## src/rtl/uart_rx_pkg.sv

```systemverilog
// Shared UART types: receiver/transmitter FSM state encoding and default bit timing.
package types;

    typedef enum logic [1:0] {
        IDLE,
        START,
        DATA,
        STOP
    } uart_rx_state_t;

    localparam int unsigned CLKS_PER_BIT_DEFAULT = 868;

endpackage

```

## src/rtl/uart_rx_sync_ff.sv

```systemverilog
// Two-flop synchronizer for an asynchronous single-bit input; reset value is a parameter.
module sync_ff #(
    parameter logic RESET_VAL = 1'b1
) (
    input  logic clk,
    input  logic rst_n,
    input  logic d,
    output logic q
);

    logic meta;

    always_ff @(posedge clk or negedge rst_n) begin
        if (!rst_n) begin
            meta <= RESET_VAL;
            q    <= RESET_VAL;
        end else begin
            meta <= d;
            q    <= meta;
        end
    end

endmodule

```

## src/rtl/uart_rx.sv

```systemverilog
// 8N1 UART receiver: mid-bit sampling, single-entry output register with
// valid/ready handshake, frame-error and overrun pulses.
module uart_rx
    import types::*;
#(
    parameter int unsigned CLKS_PER_BIT = CLKS_PER_BIT_DEFAULT,
    parameter int unsigned DATA_BITS    = 8
) (
    input  logic                 clk,
    input  logic                 rst_n,
    input  logic                 rx,
    output logic [DATA_BITS-1:0] data_out,
    output logic                 data_valid,
    input  logic                 data_ready,
    output logic                 frame_err,
    output logic                 overrun
);

    localparam int unsigned CW = $clog2(CLKS_PER_BIT);
    localparam int unsigned IW = (DATA_BITS > 1) ? $clog2(DATA_BITS) : 1;
    localparam logic [CW-1:0] CNT_LAST = CW'(CLKS_PER_BIT - 1);
    localparam logic [CW-1:0] CNT_HALF = CW'(CLKS_PER_BIT / 2 - 1);
    localparam logic [IW-1:0] IDX_LAST = IW'(DATA_BITS - 1);

    logic rx_s;

    uart_rx_state_t       state, state_n;
    logic [CW-1:0]        cnt, cnt_n;
    logic [IW-1:0]        idx, idx_n;
    logic [DATA_BITS-1:0] shift, shift_n;
    logic [DATA_BITS-1:0] dout_n;
    logic                 dv_n, fe_n, ov_n;
    logic [1:0]           primed;
    logic                 armed;

    sync_ff #(.RESET_VAL(1'b1)) u_sync (
        .clk   (clk),
        .rst_n (rst_n),
        .d     (rx),
        .q     (rx_s)
    );

    // The synchronizer's reset value is not a real line sample, so arming waits
    // until both flops hold post-reset data and the line is seen high.
    always_ff @(posedge clk or negedge rst_n) begin
        if (!rst_n) begin
            primed <= '0;
            armed  <= 1'b0;
        end else begin
            primed <= {primed[0], 1'b1};
            if (primed[1] && rx_s)
                armed <= 1'b1;
        end
    end

    always_ff @(posedge clk or negedge rst_n) begin
        if (!rst_n) begin
            state      <= IDLE;
            cnt        <= '0;
            idx        <= '0;
            shift      <= '0;
            data_out   <= '0;
            data_valid <= 1'b0;
            frame_err  <= 1'b0;
            overrun    <= 1'b0;
        end else begin
            state      <= state_n;
            cnt        <= cnt_n;
            idx        <= idx_n;
            shift      <= shift_n;
            data_out   <= dout_n;
            data_valid <= dv_n;
            frame_err  <= fe_n;
            overrun    <= ov_n;
        end
    end

    always_comb begin
        state_n = state;
        cnt_n   = cnt + CW'(1);
        idx_n   = idx;
        shift_n = shift;
        dout_n  = data_out;
        dv_n    = data_valid && !data_ready;
        fe_n    = 1'b0;
        ov_n    = 1'b0;

        unique case (state)
            IDLE: begin
                cnt_n = '0;
                if (armed && !rx_s)
                    state_n = START;
            end
            START: begin
                if (cnt == CNT_HALF) begin
                    cnt_n   = '0;
                    idx_n   = '0;
                    state_n = rx_s ? IDLE : DATA;
                end
            end
            DATA: begin
                if (cnt == CNT_LAST) begin
                    cnt_n   = '0;
                    shift_n = {rx_s, shift[DATA_BITS-1:1]};
                    if (idx == IDX_LAST)
                        state_n = STOP;
                    else
                        idx_n = idx + IW'(1);
                end
            end
            STOP: begin
                if (cnt == CNT_LAST) begin
                    cnt_n   = '0;
                    state_n = IDLE;
                    if (!rx_s) begin
                        fe_n = 1'b1;
                    end else if (!data_valid || data_ready) begin
                        dout_n = shift;
                        dv_n   = 1'b1;
                    end else begin
                        ov_n = 1'b1;
                    end
                end
            end
            default: state_n = IDLE;
        endcase
    end

endmodule

```

## config.mk

```make
export PLATFORM = sky130hd
export DESIGN_NAME = uart_rx
export DESIGN_NICKNAME = d
export VERILOG_FILES = /design/src/rtl/uart_rx_pkg.sv /design/src/rtl/uart_rx_sync_ff.sv /design/src/rtl/uart_rx.sv
export SDC_FILE = /design/constraint.sdc
export NUM_CORES = 1
export LEC_CHECK = 0
export CORE_ASPECT_RATIO = 2
export CORE_MARGIN = 4
export CORE_UTILIZATION = 45
export DETAILED_ROUTE_END_ITERATION = 12
export GPL_TIMING_DRIVEN = 0
export SYNTH_ARGS = -nofsm -noshare
export SYNTH_HDL_FRONTEND = slang
export SYNTH_SLANG_ARGS = --single-unit
```

## constraint.sdc

```tcl
create_clock -name clk -period 4.35 [get_ports clk]
set_clock_uncertainty 0.05 [all_clocks]
set_input_delay 1.305 -clock clk [delete_from_list [all_inputs] [get_ports clk]]
set_output_delay 1.305 -clock clk [all_outputs]
set_load 0.005 [all_outputs]
```

=== Word level (Yosys, flattened, before mapping) ===
Cells that the tools add are included.

* Output and inout bits: 11
* Logic and storage cells: 65
* Register bits after elaboration: 39

* Reduce and logical (&&, ||, !) cells: 14
* Equality and inequality tests: 12
* Add/sub/neg operators: 2
* Mux-type cells: 25

{| class="wikitable"
|+ Operator list
! operator !! count
|-
| $pmux 10 s3 || 1
|-
| $mux 10 || 2
|-
| $mux 2 || 6
|-
| $ne 2x2->1 const B || 6
|-
| $mux 1 || 11
|-
| $add 10x1->10 const B || 1
|-
| $eq 10x10->1 const B || 1
|-
| $eq 10x9->1 const B || 1
|-
| $mux 3 || 3
|-
| $pmux 2 s4 || 1
|-
| $reduce_and 4->1 || 2
|-
| $pmux 3 s2 || 1
|-
| $reduce_and 5->1 || 1
|-
| $eq 2x2->1 const B || 2
|-
| $add 3x1->3 const B || 1
|-
| $eq 3x3->1 const B || 1
|-
| $logic_and 1x1->1 || 3
|-
| $logic_not 1->1 || 3
|-
| $eq 2x1->1 const B || 1
|-
| $logic_not 2->1 || 1
|-
| $reduce_and 2->1 || 1
|-
| $reduce_bool 2->1 || 1
|-
| $reduce_or 2->1 || 1
|-
| $logic_or 1x1->1 || 1
|}

=== Longest topological paths before layout ===
* Depth in word-level cells: 6
* Mapped depth: 7
* Mapped depth without buffers: 6

=== Modules after synthesis ===
A second synthesis with hierarchy kept.

* Cells, all modules: 136
* Area, all modules: 1705.4 µm²

{| class="wikitable"
|+ By module, submodules not included
! module !! cells an instance !! instances !! area each (µm²) !! seq. area each (µm²)
|-
| uart_rx || 134 || 1 || 1652.8 || 925.9
|-
| sync_ff || 2 || 1 || 52.6 || 52.6
|}

=== Least setup slack after synthesis ===
OpenSTA, ideal clock, no wires.

* Path kind: input port to flip-flop
* From: input data_ready
* To: register data_out[0]
* Path slack: 1.976 ns
* Arrival time: 2.199 ns
* Required time: 4.175 ns
* Path buffers: 1
* Stages: 4
* Path through: nand2b_1 or3b_1 buf_6 mux2_4

* Word-level cells in the longest chain between the ends: 2

{| class="wikitable"
|+ Ends and longest elaborated chain
! what !! RTL line !! source
|-
| from (decl) || uart_rx.sv:14 || <nowiki>input logic data_ready,</nowiki>
|-
| $logic_or 1x1->1 || uart_rx.sv:117 || <nowiki>end else if (!data_valid || data_ready) begin</nowiki>
|-
| $reduce_and 4->1 (no source line) || - ||
|-
| to (signal assigned) || uart_rx.sv:71 || <nowiki>data_out <= dout_n;</nowiki>
|-
| to (decl) || uart_rx.sv:12 || <nowiki>output logic [DATA_BITS-1:0] data_out,</nowiki>
|}

No other way between the ends.
A chain may end at the register's enable or synchronous reset.

=== Worst setup path in the final report ===
* From: input data_ready
* To: register data_out[6]

The elaborated chain is that of the path after synthesis.

==> results.cfg <==
[status]
run_status = finished clean

[synth]
synth-seq-area-share = 0.583
yosys_warnings = 0
netlist_instances = 130
netlist_top_cells_area = sky130_fd_sc_hd__dfrtp_1 55%, sky130_fd_sc_hd__mux2_4 7.2%, sky130_fd_sc_hd__mux2_2 6.0%
synth-adder-area-share = 0.0298
synth.avg_cell_area_sq_um = 12.9
share_of_the_synthesized_netlist_area_taken_by_xor_and_xnor_gates = 0.0418
synth-async-reset-ratio = 1.00
synth_mux_area_frac = 0.132
number_of_enable_flip_flop_cells_after_synthesis = 0
ys_ff_latch = 39
synth_top_area_frac = 0.552
synthSimpleGateAreaFrac = 0.152
fraction_of_the_mapped_netlist_area_in_compound_gates = 0.0403
main_combinational_cell_family_by_area_after_synthesis = simple AND/OR/NAND/NOR gates
post_synth_num_cell_types = 35
yosysTopAreaCell = sky130_fd_sc_hd__dfrtp_1
synth_fp_nets = 138
netlist_area_sq_um = 1680
synth_top_flop_cell = sky130_fd_sc_hd__dfrtp_1

[sta]
setup_violations = 0
setup_slack_ns = 1.78
timing.slew.headroom = 0.427
unrepaired_setup_endpoints_after_global_routing = no
worstMarginPinSlew_ns = 0.859
whs_ns = 0.308
post-route-min-period_ns = 2.57
layout_worst_path_cycle_share = 0.591
tns_ns = 0
report.final.hold_viol_count = 0
clock.fmax_mhz = 389
final_max_slew_viol_count = 0

[final_layout]
antenna-diode-count = 0
areaGrowthSynthToFinish_pct = 18.7
layout-drive-gt1-share = 0.211
fin_nets = 159
most-common-layout-cells = 37 x sky130_fd_sc_hd__dfrtp_1, 14 x sky130_fd_sc_hd__nor2_1, 13 x sky130_fd_sc_hd__clkdlybuf4s50_1
utilization = 0.552
post-route-cell-area_sq_um = 1990
final_common_cell = sky130_fd_sc_hd__dfrtp_1

[placement]
detailed_place.area_sq_um = 1870
placement.io_buffers = 14
finalWeightedCongestion = 0.762
post-dp-hpwl_um = 2030
post-place-ws_ns = 1.48

[critical_path]
cp_data_arrival_time_ns = 2.69
timing.critical_path.slowest_stage_cell = sky130_fd_sc_hd__clkdlybuf4s50_1
worstPathMaxFanout = 8
critical-path-max-stage-delay_ns = 0.44
critPathTopFamily = buffers and inverters
buffers_plus_inverters_on_the_worst_setup_path = 2
startpoint_type = primary input
path_class = primary input to register
path_cells = clkdlybuf4s50_1, nand2b_1, or3b_1, buf_6, mux2_4
setup.worst_path.end_class = register
required_ns = 4.47

[global_routing]
number_of_global_route_vias_before_repair = 1147
antenna_found_initial = 0
global_route.usage.total = 0.142
grt_remaining_overflow = 0
pin_count_of_the_biggest_net_entering_global_routing = 40
grt_first_pass_wirelength_um = 5040

[detailed_routing]
drc_errors = 0
highest_layer = met4
met1Wirelength_um = 1020
detailroute.wirelength.met2_um = 1610
ant_nets = 0
routed-wl-met3_um = 80
drt_first_pass_iters = 4
postRouteWirelength_um = 2790
detail_route.wl_per_cell_um = 13.9
drt_first_iter_violations = 15
num_vias = 1020
routed_via_density = 5.07

[power]
pwr-share-clk = 0.378
powerDensity_nw_per_um2 = 405
switching_power_uw = 198
power_leakage_uw = 0.000921
power.switching_fraction = 0.245
sequentialPowerShare = 0.525
power_frac_comb = 0.097
power_report.internal_total_uw = 609
max-vdd-ir-drop_v = 0.000292

[cts]
cts_stage_hold_buffer_count = 0
cts_buffers = 5
clk_root_buffer_cell = sky130_fd_sc_hd__clkbuf_8
clk-insertion-delay-late_ns = 0.29
postCtsResizedCells = 0
post_cts_setup_buffers = 0
clkSinkCount = 39
htreeDepth = 2
cts_max_path_buffers = 2
tritoncts = yes
clock_pin_slew_worst_setup_and_hold_paths_ns = 0.07

[hold_path]
kind_of_path_behind_the_tightest_hold_check = register to register

[floorplan]
dieArea_sq_um = 4830
top_level_ports = 15
design.core.area_sq_um = 3610
core.rowCount = 31
die_h_um = 94.4
initial_utilization = 0.465
die-width_um = 51.2

[run]
max-cap-violations = 0
==> area by class of cell <==
class	count	area (sq um)
Buffer	4	23.8
Clock buffer	6	82.6
Clock inverter	2	35.0
Fill cell	319	1620
Inverter	2	7.51
Multi-Input combinational cell	85	668
Sequential cell	39	978
Tap cell	49	61.3
Timing Repair Buffer	14	135
==> power groups by stage <==
stage	Clock (uW)	Combinational (uW)	Sequential (uW)
after global placement	0	77.6	430
final	305	77.9	424
after detailed placement	0	80.2	431
after CTS	317	80.6	424
after floorplan	0	56.5	422
after global routing	333	92.7	431
==> through the flow <==
stage,total power [uW],cells
2_1_floorplan,479,130
3_3_place_gp,508,193
3_5_place_dp,511,193
4_1_cts,822,201
5_1_grt,857,201
6_report,807,201
==> synthesized netlist by cell type, drive strengths merged (2+ instances only) <==
| master | number |
|---|---|
| ha | 4 |
| clkbuf | 2 |
| a22oi | 2 |
| nand2 | 7 |
| nand2b | 2 |
| or3 | 2 |
| nor3b | 2 |
| nor2b | 2 |
| mux2 | 17 |
| nand3 | 4 |
| dfstp | 2 |
| nor4 | 2 |
| nor3 | 3 |
| xor2 | 3 |
| dfrtp | 37 |
| buf | 2 |
| xnor2 | 5 |
| inv | 2 |
| nor2 | 14 |
| and4 | 2 |
| a22o | 2 |
| or3b | 2 |
==> cells by family (layout without fill, tap and decap cells) <==
| group | after synthesis | after routing |
|---|---|---|
| buf+inv | 6 | 28 |
| xor+xnor | 8 | 8 |
| mux | 17 | 17 |
| fa+ha+maj | 4 | 4 |
| other cells | 1 | 1 |
| compound gates | 9 | 9 |
| flops | 39 | 39 |
| simple gates | 46 | 46 |
==> worst paths after layout <==
path,start,to,slack (ns),cells past startpoint
worst max-delay path,data_ready,data_out[6]$_DFFE_PN0P_,1.78,5
worst min register to register,u_sync.meta$_DFF_PN1_,u_sync.q$_DFF_PN1_,0.31,0
max in group asynchronous,rst_n,cnt[9]$_DFF_PN0_,2.63,1
worst min-delay path,u_sync.meta$_DFF_PN1_,u_sync.q$_DFF_PN1_,0.31,0
min in group asynchronous,rst_n,primed[1]$_DFF_PN0_,1.07,1
worst max register to register,cnt[2]$_DFF_PN0_,data_out[6]$_DFFE_PN0P_,1.93,6
==> registers in the layout (all words and copies together) (netlist names), named ones only <==
signal,cells
data_valid,1
shift,8
idx,3
primed,2
u_sync.meta,1
data_out,8
cnt,10
u_sync.q,1
state,1
frame_err,1
overrun,1
armed,1
==> routing by layer <==
| layer | vias up | track usage |
|---|---|---|
| met2 | 13 | 0.264 |
| met1 | 505 | 0.137 |
| met5 | - | 0 |
| li1 | 496 | - |
| met3 | 6 | 0.0332 |
| met4 | 0 | 0.0809 |
(Power assumes the default switching activity.)
==> patch, RTL diff (same flow settings) <==
Re-encode `uart_rx_state_t` (4 states) as one-hot, 4 bits wide.
--- a/src/rtl/uart_rx_pkg.sv
+++ b/src/rtl/uart_rx_pkg.sv
@@ -2,9 +2,9 @@
 package types;
 
-    typedef enum logic [1:0] {
-        IDLE,
-        START,
-        DATA,
-        STOP
+    typedef enum logic [3:0] {
+        IDLE  = 4'b0001,
+        START = 4'b0010,
+        DATA  = 4'b0100,
+        STOP  = 4'b1000
     } uart_rx_state_t;
 
Function: same outputs for any inputs over 10 cycles, from zero or initial values and one cycle with rst_n low; not proved beyond that.
==> patch against the unedited design <==
Routed wire length increased by 28%. Non-clock buffer count grew 1. Utilization shrank 0.71 points. Final cell count rose by 8.0%. Critical path depth decreased by 4. Setup slack better by 0.063 ns. Area after synthesis rose by 8.7%. Cell area rose by 6.3%. Sequential cell count grew 2. Global-route usage increased by 2.2 points. Critical path type is now reg -> out. Highest routed layer unchanged.
Power is not compared: it rests on default switching activity, and its combinational part moved more than twofold at a synthesized area within 25%.
==> patch: results (changes against the unedited design) <==
status:
  outcome: "finished clean"
hold_path:
  worstHoldEndpoint: "primed[1]$_DFF_PN0_"
worst_setup_path:
  reg2reg_depth: 4  # -2
  startpoint: "data_valid$_DFF_PN0_"
  reg2reg_from: "state[1]$_DFFE_PN0P_"
  arrival_ns: 1.15  # -1.54 ns
  ff2ff_setup_slack_ns: 2.12  # +0.19 ns
  crit_fanout: 2  # -6
layout:
  layout-drive-gt1-share_pct: 24.7  # +3.6 points
  nNetsFinal: 173  # +8.8%
  fill_cells: 365  # +14%
  reg_top3: "cnt (10), data_out (8), shift (8)"
detailed_routing:
  drtIter0Drc: 14  # -1
  wl_met2_um: 1940  # +20%
  m1WireLength_um: 1340  # +32%
  wl_met3_um: 124  # +55%
  avgRoutedWirePerCell_um: 16.4  # +19%
  finalWirelength_um: 3570  # +28%
  vias_per_cell: 5.54  # +9.2%
yosys:
  synth_fp_nets: 152  # +10%
  synth-seq-area-share_pct: 56.4  # -1.9 points
  synth_common_cells: "dfrtp_1, mux2_2, a21oi_1"
  ys_types: 40  # +14%
  synth_area_leaders: "dfrtp_1, mux2_2, dfstp_2, a21oi_1, ha_1"
  synth_cells: 144  # +11%
grt:
  use_met2_pct: 26.5  # +0.13 points
  use_met1_pct: 18.3  # +4.6 points
  grt_max_degree: 42  # +5.0%
  grt_pass1_vias: 1366  # +19%
  grtUsageMet3_pct: 4.58  # +1.3 points
placement:
  gp_congestion: 0.848  # +11%
  hpwl_um: 2550  # +25%
  dp.cells: 209  # +8.3%
timing:
  finalHoldViolCount: 0  # unchanged
  worstMarginPinSlew_ns: 0.892  # +0.0332 ns
  whs_ns: 0.305  # -0.00229 ns
## patch: report_power, final
part           switching, mW  internal (mW)  total [mW]
Combinational          0.107         0.0776       0.185
Clock                  0.127          0.129       0.256
Sequential            0.0295          0.410       0.440
## patch: logic make-up after synthesis
kind of cell	share of synthesized area, %
muxes	10.5
and+or+nand+nor	16.3
adders and majority gates	2.74
xor gates and xnor gates	4.32
AOI/OAI and AO/OA	7.20
buffers and inverters	2.33
other	0.206
DFF	56.4
## patch: through the flow
step	power (mW)	setup slack (ns)
2_1_floorplan	0.577	2.08
3_3_place_gp	0.623	0.976
3_5_place_dp	0.630	1.53
4_1_cts	0.890	1.82
5_1_grt	0.936	1.78
6_report	0.880	1.84
## patch: final cells by class
cell class                 instances  share of cell area (%)
buffer                             5                    1.65
clock buffer                       7                    4.08
clock inverter                     1                   0.355
inverter                           2                   0.355
multi-input combinational         96                    35.5
sequential                        41                    48.6
tap                               51                    3.01
timing repair buffer              14                    6.38
